File: src/rtl/cart_arb_pkg.sv
// cart_arb_pkg: shared types and constants for the cartridge memory arbiter.
// Optional build macro CART_ARB_CHR_PRIO_EN is consumed by cart_mem_arbiter.
package cart_arb_pkg;

  typedef enum logic [1:0] {
    IDLE = 2'd0,
    PRG  = 2'd1,
    CHR  = 2'd2
  } state_t;

  typedef enum logic {
    SIDE_PRG = 1'b0,
    SIDE_CHR = 1'b1
  } side_t;

  localparam int         TIMEOUT_DEF = 255;
  localparam logic [7:0] RDATA_ABORT = 8'hFF;

endpackage

File: src/rtl/cart_arb_port.sv
// cart_arb_port: one requester side -- pending flag, request latch,
// overrun detect, read-data register and done pulse.
module cart_arb_port
  import cart_arb_pkg::*;
#(
  parameter int ADDR_W = 22,
  parameter int DATA_W = 8
) (
  input  logic              clk,
  input  logic              reset,
  input  logic              i_req,
  input  logic [ADDR_W-1:0] i_addr,
  input  logic              i_we,
  input  logic [DATA_W-1:0] i_wdata,
  input  logic              i_cmp,
  input  logic [DATA_W-1:0] i_cmp_data,
  output logic              o_pend,
  output logic [ADDR_W-1:0] o_addr,
  output logic              o_we,
  output logic [DATA_W-1:0] o_wdata,
  output logic [DATA_W-1:0] o_rdata,
  output logic              o_done,
  output logic              o_ovr
);

  logic              r_pend;
  logic [ADDR_W-1:0] r_addr;
  logic              r_we;
  logic [DATA_W-1:0] r_wdata;
  logic [DATA_W-1:0] r_rdata;
  logic              r_done;

  // a request is dropped while this side is pending or in service
  assign o_ovr   = i_req & r_pend;
  assign o_pend  = r_pend;
  assign o_addr  = r_addr;
  assign o_we    = r_we;
  assign o_wdata = r_wdata;
  assign o_rdata = r_rdata;
  assign o_done  = r_done;

  always_ff @(posedge clk) begin
    if (reset) begin
      r_pend  <= 1'b0;
      r_addr  <= '0;
      r_we    <= 1'b0;
      r_wdata <= '0;
      r_rdata <= '0;
      r_done  <= 1'b0;
    end else begin
      r_done <= i_cmp;
      if (i_cmp) begin
        r_pend <= 1'b0;
        if (!r_we) r_rdata <= i_cmp_data;
      end
      if (i_req && !r_pend) begin
        r_pend  <= 1'b1;
        r_addr  <= i_addr;
        r_we    <= i_we;
        r_wdata <= i_wdata;
      end
    end
  end

endmodule

File: src/rtl/cart_mem_arbiter.sv
// cart_mem_arbiter: shares the cartridge memory port between PRG and CHR.
// Define CART_ARB_CHR_PRIO_EN for fixed CHR priority; default is round-robin.
module cart_mem_arbiter
  import cart_arb_pkg::*;
#(
  parameter int ADDR_W  = 22,
  parameter int DATA_W  = 8,
  parameter int TIMEOUT = TIMEOUT_DEF
) (
  input  logic              clk,
  input  logic              reset,
  input  logic              prg_req,
  input  logic [ADDR_W-1:0] prg_addr,
  input  logic              prg_we,
  input  logic [DATA_W-1:0] prg_wdata,
  output logic [DATA_W-1:0] prg_rdata,
  output logic              prg_done,
  input  logic              chr_req,
  input  logic [ADDR_W-1:0] chr_addr,
  input  logic              chr_we,
  input  logic [DATA_W-1:0] chr_wdata,
  output logic [DATA_W-1:0] chr_rdata,
  output logic              chr_done,
  output logic              mem_req,
  output logic [ADDR_W-1:0] mem_addr,
  output logic              mem_we,
  output logic [DATA_W-1:0] mem_wdata,
  input  logic              mem_ack,
  input  logic [DATA_W-1:0] mem_rdata,
  output logic              err
);

  state_t            r_state;
  side_t             r_last;
  logic [7:0]        r_wdog;
  logic              r_mem_req;
  logic [ADDR_W-1:0] r_mem_addr;
  logic              r_mem_we;
  logic [DATA_W-1:0] r_mem_wdata;
  logic              r_err;

  logic              w_prg_pend, w_chr_pend;
  logic [ADDR_W-1:0] w_prg_addr, w_chr_addr;
  logic              w_prg_we, w_chr_we;
  logic [DATA_W-1:0] w_prg_wdata, w_chr_wdata;
  logic              w_prg_ovr, w_chr_ovr;
  logic              w_busy, w_tmo, w_fin;
  logic              w_prg_cmp, w_chr_cmp;
  logic              w_pick_prg, w_pick_chr;
  logic [DATA_W-1:0] w_cmp_data;

  assign w_busy     = (r_state == PRG) | (r_state == CHR);
  assign w_tmo      = w_busy & ~mem_ack
                    & (r_wdog == 8'(TIMEOUT - 1));
  assign w_fin      = w_busy & (mem_ack | w_tmo);
  assign w_prg_cmp  = w_fin & (r_state == PRG);
  assign w_chr_cmp  = w_fin & (r_state == CHR);
  assign w_cmp_data = mem_ack ? mem_rdata
                              : DATA_W'(RDATA_ABORT);

`ifdef CART_ARB_CHR_PRIO_EN
  // PPU fetches have a hard deadline, so CHR wins every tie
  assign w_pick_chr = w_chr_pend;
  assign w_pick_prg = w_prg_pend & ~w_chr_pend;
`else
  assign w_pick_prg = w_prg_pend
                    & (~w_chr_pend | (r_last == SIDE_CHR));
  assign w_pick_chr = w_chr_pend & ~w_pick_prg;
`endif

  cart_arb_port #(.ADDR_W(ADDR_W), .DATA_W(DATA_W)) u_prg (
    .clk        (clk),
    .reset      (reset),
    .i_req      (prg_req),
    .i_addr     (prg_addr),
    .i_we       (prg_we),
    .i_wdata    (prg_wdata),
    .i_cmp      (w_prg_cmp),
    .i_cmp_data (w_cmp_data),
    .o_pend     (w_prg_pend),
    .o_addr     (w_prg_addr),
    .o_we       (w_prg_we),
    .o_wdata    (w_prg_wdata),
    .o_rdata    (prg_rdata),
    .o_done     (prg_done),
    .o_ovr      (w_prg_ovr)
  );

  cart_arb_port #(.ADDR_W(ADDR_W), .DATA_W(DATA_W)) u_chr (
    .clk        (clk),
    .reset      (reset),
    .i_req      (chr_req),
    .i_addr     (chr_addr),
    .i_we       (chr_we),
    .i_wdata    (chr_wdata),
    .i_cmp      (w_chr_cmp),
    .i_cmp_data (w_cmp_data),
    .o_pend     (w_chr_pend),
    .o_addr     (w_chr_addr),
    .o_we       (w_chr_we),
    .o_wdata    (w_chr_wdata),
    .o_rdata    (chr_rdata),
    .o_done     (chr_done),
    .o_ovr      (w_chr_ovr)
  );

  assign mem_req   = r_mem_req;
  assign mem_addr  = r_mem_addr;
  assign mem_we    = r_mem_we;
  assign mem_wdata = r_mem_wdata;
  assign err       = r_err;

  always_ff @(posedge clk) begin
    if (reset) begin
      r_state     <= IDLE;
      r_last      <= SIDE_CHR;
      r_wdog      <= '0;
      r_mem_req   <= 1'b0;
      r_mem_addr  <= '0;
      r_mem_we    <= 1'b0;
      r_mem_wdata <= '0;
      r_err       <= 1'b0;
    end else begin
      if (w_prg_ovr | w_chr_ovr | w_tmo) r_err <= 1'b1;
      unique case (r_state)
        IDLE: begin
          r_wdog <= '0;
          if (w_pick_prg) begin
            r_state     <= PRG;
            r_mem_req   <= 1'b1;
            r_mem_addr  <= w_prg_addr;
            r_mem_we    <= w_prg_we;
            r_mem_wdata <= w_prg_wdata;
          end else if (w_pick_chr) begin
            r_state     <= CHR;
            r_mem_req   <= 1'b1;
            r_mem_addr  <= w_chr_addr;
            r_mem_we    <= w_chr_we;
            r_mem_wdata <= w_chr_wdata;
          end
        end
        PRG, CHR: begin
          if (w_fin) begin
            r_state   <= IDLE;
            r_mem_req <= 1'b0;
            r_last    <= (r_state == PRG) ? SIDE_PRG
                                          : SIDE_CHR;
          end else begin
            r_wdog <= r_wdog + 8'd1;
          end
        end
        default: begin
          r_state   <= IDLE;
          r_mem_req <= 1'b0;
        end
      endcase
    end
  end

endmodule
File: config.mk
export PLATFORM = sky130hd
export DESIGN_NAME = cart_mem_arbiter
export DESIGN_NICKNAME = d
export VERILOG_FILES = /design/src/rtl/cart_arb_pkg.sv /design/src/rtl/cart_arb_port.sv /design/src/rtl/cart_mem_arbiter.sv
export SDC_FILE = /design/constraint.sdc
export NUM_CORES = 1
export LEC_CHECK = 0
export ABC_CLOCK_PERIOD_IN_PS = 4059
export CORE_AREA = 2 2 132 134
export DETAILED_ROUTE_END_ITERATION = 10
export DIE_AREA = 0 0 134 136
export GPL_TIMING_DRIVEN = 0
export PLACE_DENSITY = 0.59
export RECOVER_POWER = 50
export SLEW_MARGIN = 20
export SYNTH_ARGS = -nofsm -noshare
export SYNTH_HDL_FRONTEND = slang
export SYNTH_SLANG_ARGS = --single-unit
File: constraint.sdc
create_clock -name clk -period 4.06 [get_ports clk]
set_input_delay 1.218 -clock clk [delete_from_list [all_inputs] [get_ports clk]]
set_output_delay 1.218 -clock clk [all_outputs]
set_load 0.1 [all_outputs]
==> results of run 1 <==
## routing by layer
metal	track usage	vias to the layer above
met5	0	-
met4	0.0638	0
met3	0.0481	19
met2	0.277	114
met1	0.216	2098
li1	-	2314
## state kept, by name, summed over array words and instances, names as in the netlist
name	cells
u_prg.o_wdata	8
r_wdog	8
mem_we	1
r_last	1
err	1
u_chr.o_wdata	8
u_prg.o_we	1
mem_addr	22
u_prg.o_pend	1
mem_req	1
r_state	2
u_chr.o_pend	1
u_chr.o_addr	22
u_chr.o_we	1
u_prg.o_addr	22
u_chr.o_done	1
u_chr.o_rdata	8
u_prg.o_done	1
mem_wdata	8
u_prg.o_rdata	8
## cell families after synthesis
logic type                 count (synthesis)
and+or+nand+nor                          237
adders and majority gates                  5
buffers and inverters                     48
DFF                                      126
muxes                                     32
AOI/OAI and AO/OA                        138
## through the flow
stage / utilization / hold slack (ns) / total power [mW] / setup WS (ns)
finish: 0.417 / 0.452 / 3.79 / 0.882
global placement: 0.385 / 0.442 / 2.37 / 1.12
floorplan: - / 0.436 / 2.08 / 1.85
global route: 0.417 / 0.467 / 3.94 / 0.852
CTS: 0.418 / 0.454 / 3.83 / 0.861
detailed placement: 0.385 / 0.447 / 2.37 / 1.07
## cells in the mapped netlist, types with 2 or more instances
cell type and n:
or3_1 2, mux2i_1 32, ha_1 5, a311oi_1 3
a211oi_1 32, or4_1 2, o21a_1 2, buf_4 3
buf_1 2, nand3_1 11, a2bb2oi_1 2, nor3_1 17
dfxtp_1 126, a21oi_1 67, clkbuf_1 31, nor2_1 56
o211ai_1 3, inv_1 4, nand2_1 134, nor2b_1 5
buf_2 6, a31oi_1 22, nand2b_1 3
## path summary, 6_finish.rpt
path,to,depth (start not counted),slack (ns),from
max,mem_we,1,0.88,mem_we$_SDFFE_PP0P_
min,u_chr.o_addr[9]$_SDFFE_PP0P_,2,0.45,u_chr.o_addr[9]$_SDFFE_PP0P_
max reg2reg,u_chr.o_done$_SDFF_PP0_,6,1.69,r_wdog[1]$_SDFFE_PP0P_
min reg2reg,u_chr.o_addr[9]$_SDFFE_PP0P_,2,0.45,u_chr.o_addr[9]$_SDFFE_PP0P_
## power by group
part / switching (mW) / internal, mW / total [mW]
registers: 0.0567 / 1.33 / 1.39
clock network: 0.527 / 0.926 / 1.45
logic: 0.680 / 0.270 / 0.950
total: 1.26 / 2.53 / 3.79
## final cells by class
type | count | area share
Clock buffer | 24 | 0.0671
Sequential cell | 126 | 0.359
Buffer | 43 | 0.0254
Timing Repair Buffer | 124 | 0.176
Multi-Input combinational cell | 412 | 0.317
Inverter | 5 | 0.00267
Clock inverter | 7 | 0.0125
Tap cell | 225 | 0.0400
==> summary.txt, run 1 <==
STA
  • Setup TNS: 0 ns
  • Final hold violation count: 0
  • Fmax: around 0.31 GHz
  • Final clock skew: between 0.007 and 0.008 ns
  • Final setup fails: 0
  • RSZ-0062 raised after global routing: false
  • Max-Slew Margin vs Limit: 0.303
  • Fin crit period: around 3.2 ns
  • Slew @ Worst Pin: 1.04 ns
  • Fin crit share: 0.783
  • Max-slew violation count: 0

Clocking
  • Clock sinks: ~130
  • Clock root buffer: clkbuf_16
  • CTS tree: built
  • H-tree depth: 4
  • CTS Buf Count: 17
  • Clock Latency Late Sink: 0.43 ns
  • Resize count post-CTS: 0
  • Post-CTS Setup Inserts: 0
  • Post-CTS Hold Fix Bufs: 0
  • Clk buf depth: 2
  • Worst-path clk slew: 0.05 ns

Finish
  • Most frequent cells in the layout: 134 x nand2_1, 126 x dfxtp_1, 122 x clkdlybuf4s50_1, 67 x a21oi_1, 57 x nor2_1
  • Area grow syn2layout: 41.4%
  • Layout fillers: between 1.5k and 2k
  • Share of cells above drive strength 1: 0.0526
  • Multi-input logic area: between 2000 and 2500 um2
  • Fin cells: approximately 970
  • Area occupied by registers: 2520 um2
  • # nets final: 809
  • Final Cell Area: roughly 7000 um2
  • # diodes: 0
  • Commonest non-fill, non-tap cell in the layout: nand2_1

Logic synthesis
  • Post-synthesis xor/xnor area fraction: 0
  • Post-synth EDFFs: 0
  • Share of the synthesized area in the top cell type: 0.507
  • Sequential share of the synthesized area: 0.507
  • Mapped Nets: 666
  • Yosys Warn Count: 0
  • Largest family of logic cells by synthesized area: simple AND/OR/NAND/NOR gates
  • Mux share of post-synthesis cell area: 0.0644
  • Syn_area_per_cell: around 8.5 um2
  • Seq cells post-synth: 126
  • Synth Area in Compound Gates: 0.175
  • Post-synth cell types: 39
  • Synthesized-area fraction occupied by adder cells: 0.0126
  • Post-Synth Simple-Gate Area: 0.200
  • Synth top area cells: dfxtp_1 51%, nand2_1 10%, a21oi_1 6.7%
  • Post-Syn Instances: 586
  • Mapped cell area: slightly below 5000 um2
  • Area leader, netlist: dfxtp_1
  • Synth Flop Type: dfxtp_1
  • Ys async rst share: 0

Hold path
  • HP Class: reg2reg

Detailed routing
  • Router iterations before antenna repair: 5
  • Met3 WL post-DR: about 840 um
  • Iter 0 DRT Violations: between 200 and 250
  • Routed WL: between 15,000 and 20,000 um
  • Routed Antenna Nets: 0
  • Vias: roughly 4.5k
  • Met1 Routed Length: approximately 7000 um
  • WL met2: 7010 um
  • Number of vias per cell: approximately 4.7
  • WL per Instance: around 16 um
  • Highest Signal Layer: met4
  • Remaining DRCs: 0

Die
  • Initial Utilization: 0.295
  • Die W: approximately 130 um
  • Core ar.: 16,900 um2
  • Die Ht: 136 um
  • I/O Pins: approximately 130
  • Die area: around 18,000 um2
  • Placement Rows: 48

Placement
  • Post-placement cell area: roughly 6500 um2
  • Placer Congestion: 0.812
  • # port buffers: around 120
  • Dpl hpwl: about 11,000 um
  • Placed Cells: between 900 and 1k

Pwr
  • Maximum vdd drop: about 0.33 mV
  • Cell Pwr Density: around 540 nW/um2
  • P_leak: 2.61 nW

GRT
  • Largest net degree at the start of global routing: 17
  • Vias in the first global route: 4,485
  • GRT Total Usage: 0.171
  • Initial antenna violation count: 0
  • First-pass GRT wire length: between 20,000 and 25,000 um
  • Remaining global-route overflow: 0

Setup path
  • CP max stage cell: clkdlybuf4s50_1
  • CP Cell Sequence: clkdlybuf4s50_1
  • Req. time, crit path: between 2 and 3 ns
  • Setup crit end kind: output pin
  • CP startpoint kind: flip-flop
  • Slowest stage delay, CP: roughly 1.2 ns
  • Buf/Inv on CP: 1
  • CP Max Fanout: 2
  • Critical Path AT: roughly 2.0 ns
  • CP top delay family: buffers and inverters
  • Setup CP Type: reg2out

Run
  • MaxCap Viol Count: 0

Run status
  • Status: finished clean
Power figures use the tool's default switching activity.
==> run 2: changes to the inputs <==
ABC_CLOCK_PERIOD_IN_PS = 3330   (was 4059)
clock period = 3.33 ns   (was 4.06 ns; I/O delays follow)
==> run 2 against run 1 <==
Net effect: clock-buffer cell count is the same; setup slack worse by 0.51 ns; global-route usage unchanged; critical path depth stayed put; largest power group unchanged.
==> summary.txt, run 2 (synthesized netlist as in run 1, its figures left out) <==
Run status
  • Status: finished clean

Setup path
  • Req. time, crit path: 2.33 ns (-0.51 ns)
  • CP top delay family: buffers and inverters
  • Critical Path AT: 1.96 ns (about the same)
  • CP max stage cell: clkdlybuf4s50_1
  • Buf/Inv on CP: 1 (unchanged)
  • Reg2reg end: u_chr.o_done$_SDFF_PP0_
  • Reg2Reg Depth: 6 (unchanged)
  • CP startpoint kind: flip-flop
  • CP Max Fanout: 2 (unchanged)
  • CP Cell Sequence: clkdlybuf4s50_1
  • R2r startpoint: r_wdog[1]$_SDFFE_PP0P_
  • Setup crit end kind: output pin
  • Setup CP Type: reg2out
  • Slowest stage delay, CP: 1.16 ns (about the same)
  • R2R Setup Slk: 0.94 ns (-0.75 ns)

Hold path
  • Hold_sp: u_chr.o_addr[9]$_SDFFE_PP0P_
  • Hold endpoint: u_chr.o_addr[9]$_SDFFE_PP0P_
  • WHS Path Cells: 2 (unchanged)
  • HP Class: reg2reg

Clocking
  • Clock root buffer: clkbuf_16
  • Clk buf depth: 2 (unchanged)
  • Post-CTS Hold Fix Bufs: 0 (unchanged)
  • CTS tree: built
  • Resize count post-CTS: 0 (unchanged)
  • Worst-path clk slew: 0.05 ns (about the same)
  • Clock Latency Late Sink: 0.43 ns (about the same)
  • Clock sinks: 126 (unchanged)
  • CTS Buf Count: 17 (unchanged)
  • Post-CTS Setup Inserts: 0 (unchanged)
  • H-tree depth: 4 (unchanged)

Pwr
  • Maximum vdd drop: 0.402 mV (+22%)
  • Cell Pwr Density: 658 nW/um2 (+22%)
  • P_leak: 2.60 nW (-0.14%)

STA
  • RSZ-0062 raised after global routing: false
  • Final setup fails: 0 (unchanged)
  • Slew @ Worst Pin: 1.04 ns (unchanged)
  • Fin crit period: 2.96 ns
  • Final hold violation count: 0 (unchanged)
  • Fmax: ~0.34 GHz
  • Final clock skew: 0.00757 ns (+0.00000499 ns)
  • Setup TNS: 0 ns (unchanged)
  • Fin crit share: 0.889
  • Max-Slew Margin vs Limit: 0.303 (unchanged)
  • Max-slew violation count: 0 (unchanged)
  • Hold Slack: 0.452 ns (-0.000144 ns)

GRT
  • Busiest grt layer: met2
  • GRT Total Usage: 0.171 (unchanged)
  • Vias in the first global route: 4,485 (unchanged)
  • First-pass GRT wire length: 23,700 um (unchanged)
  • Initial antenna violation count: 0 (unchanged)
  • Remaining global-route overflow: 0 (unchanged)
  • Grt met2 use: 0.277 (unchanged)
  • Met1 usage: 0.216 (unchanged)
  • Largest net degree at the start of global routing: 17 (unchanged)
  • GR Util met3: 0.0481 (unchanged)

Detailed routing
  • Routed Antenna Nets: 0 (unchanged)
  • Vias: 4,571 (+0.57%)
  • Router iterations before antenna repair: 7 (+2)
  • WL per Instance: 15.7 um (+0.28%)
  • Routed WL: 15,100 um (+0.28%)
  • Number of vias per cell: 4.73 (+0.57%)
  • Remaining DRCs: 0 (unchanged)
  • Iter 0 DRT Violations: 207 (unchanged)

Die
  • Initial Utilization: 0.295 (unchanged)
  • Die Ht: 136 um (unchanged)
  • Placement Rows: 48 (unchanged)
  • Die area: 18,200 um2 (unchanged)
  • Core ar.: 16,900 um2 (unchanged)
  • I/O Pins: 126 (unchanged)
  • Die W: 134 um (unchanged)

Finish
  • Commonest non-fill, non-tap cell in the layout: nand2_1
  • # diodes: 0 (unchanged)
  • # nets final: 809 (unchanged)
  • Final Cell Area: 7030 um2 (about the same)
  • Most frequent cells in the layout: 134 x nand2_1, 126 x dfxtp_1, 122 x clkdlybuf4s50_1, 67 x a21oi_1, 57 x nor2_1
  • Share of cells above drive strength 1: 0.0513 (-0.00135)
  • Layout fillers: 1,752 (+0.057%)
  • Area grow syn2layout: 41.4% (about the same)

Placement
  • Dpl hpwl: 10,700 um (unchanged)
  • Placer Congestion: 0.812 (unchanged)
  • # port buffers: 124 (unchanged)
  • Post-placement cell area: 6500 um2 (unchanged)

Run
  • MaxCap Viol Count: 0 (unchanged)
run 2: cell count changes in the layout (fill, tap and decap cells not counted):
cell      change
buf_2         -1
clkbuf_1      +1
run 2: final cells by class:
cell class	count	area (um2)	area share
flip-flops and latches	126	2520	0.359
repair buffers	124	1240	0.176
multi-input cells	412	2230	0.317
plain buffers	43	178	0.0253
clock buffers	24	472	0.0671
clock inverters	7	87.6	0.0125
inverters	5	18.8	0.00267
well taps	225	282	0.0400
run 2: worst max-delay path by stage:
stage | startpoint | depth (start not counted) | slack [ns] | end
floorplan | reset | 4 | 1.33 | u_prg.o_addr[10]$_SDFFE_PP0P_
CTS | mem_we$_SDFFE_PP0P_ | 1 | 0.35 | mem_we
global route | mem_wdata[7]$_SDFFE_PP0P_ | 1 | 0.34 | mem_wdata[7]
finish | mem_we$_SDFFE_PP0P_ | 1 | 0.37 | mem_we
global placement | chr_req | 5 | 0.61 | u_chr.o_addr[3]$_SDFFE_PP0P_
detailed placement | chr_req | 5 | 0.56 | u_chr.o_addr[5]$_SDFFE_PP0P_
run 2: power breakdown:
group / leakage (nW) / switching, mW / internal [mW]
clock network: 0.274 / 0.644 / 1.13
registers: 1.03 / 0.0691 / 1.63
logic: 1.30 / 0.829 / 0.328
run 2: through the flow:
stage | setup slack [ns] | util | instances | total power [mW]
3_5_place_dp | 0.560 | 0.385 | 935 | 2.89
2_1_floorplan | 1.33 | - | 586 | 2.53
5_1_grt | 0.341 | 0.417 | 966 | 4.81
4_1_cts | 0.350 | 0.418 | 966 | 4.67
6_report | 0.370 | 0.417 | 966 | 4.63
3_3_place_gp | 0.608 | 0.385 | 935 | 2.89
run 2: per-layer routing:
metal	share of wire	wire length, um
met1	0.46	6970
met2	0.47	7080
met3	0.055	839
met4	0.016	238
met5	0	0
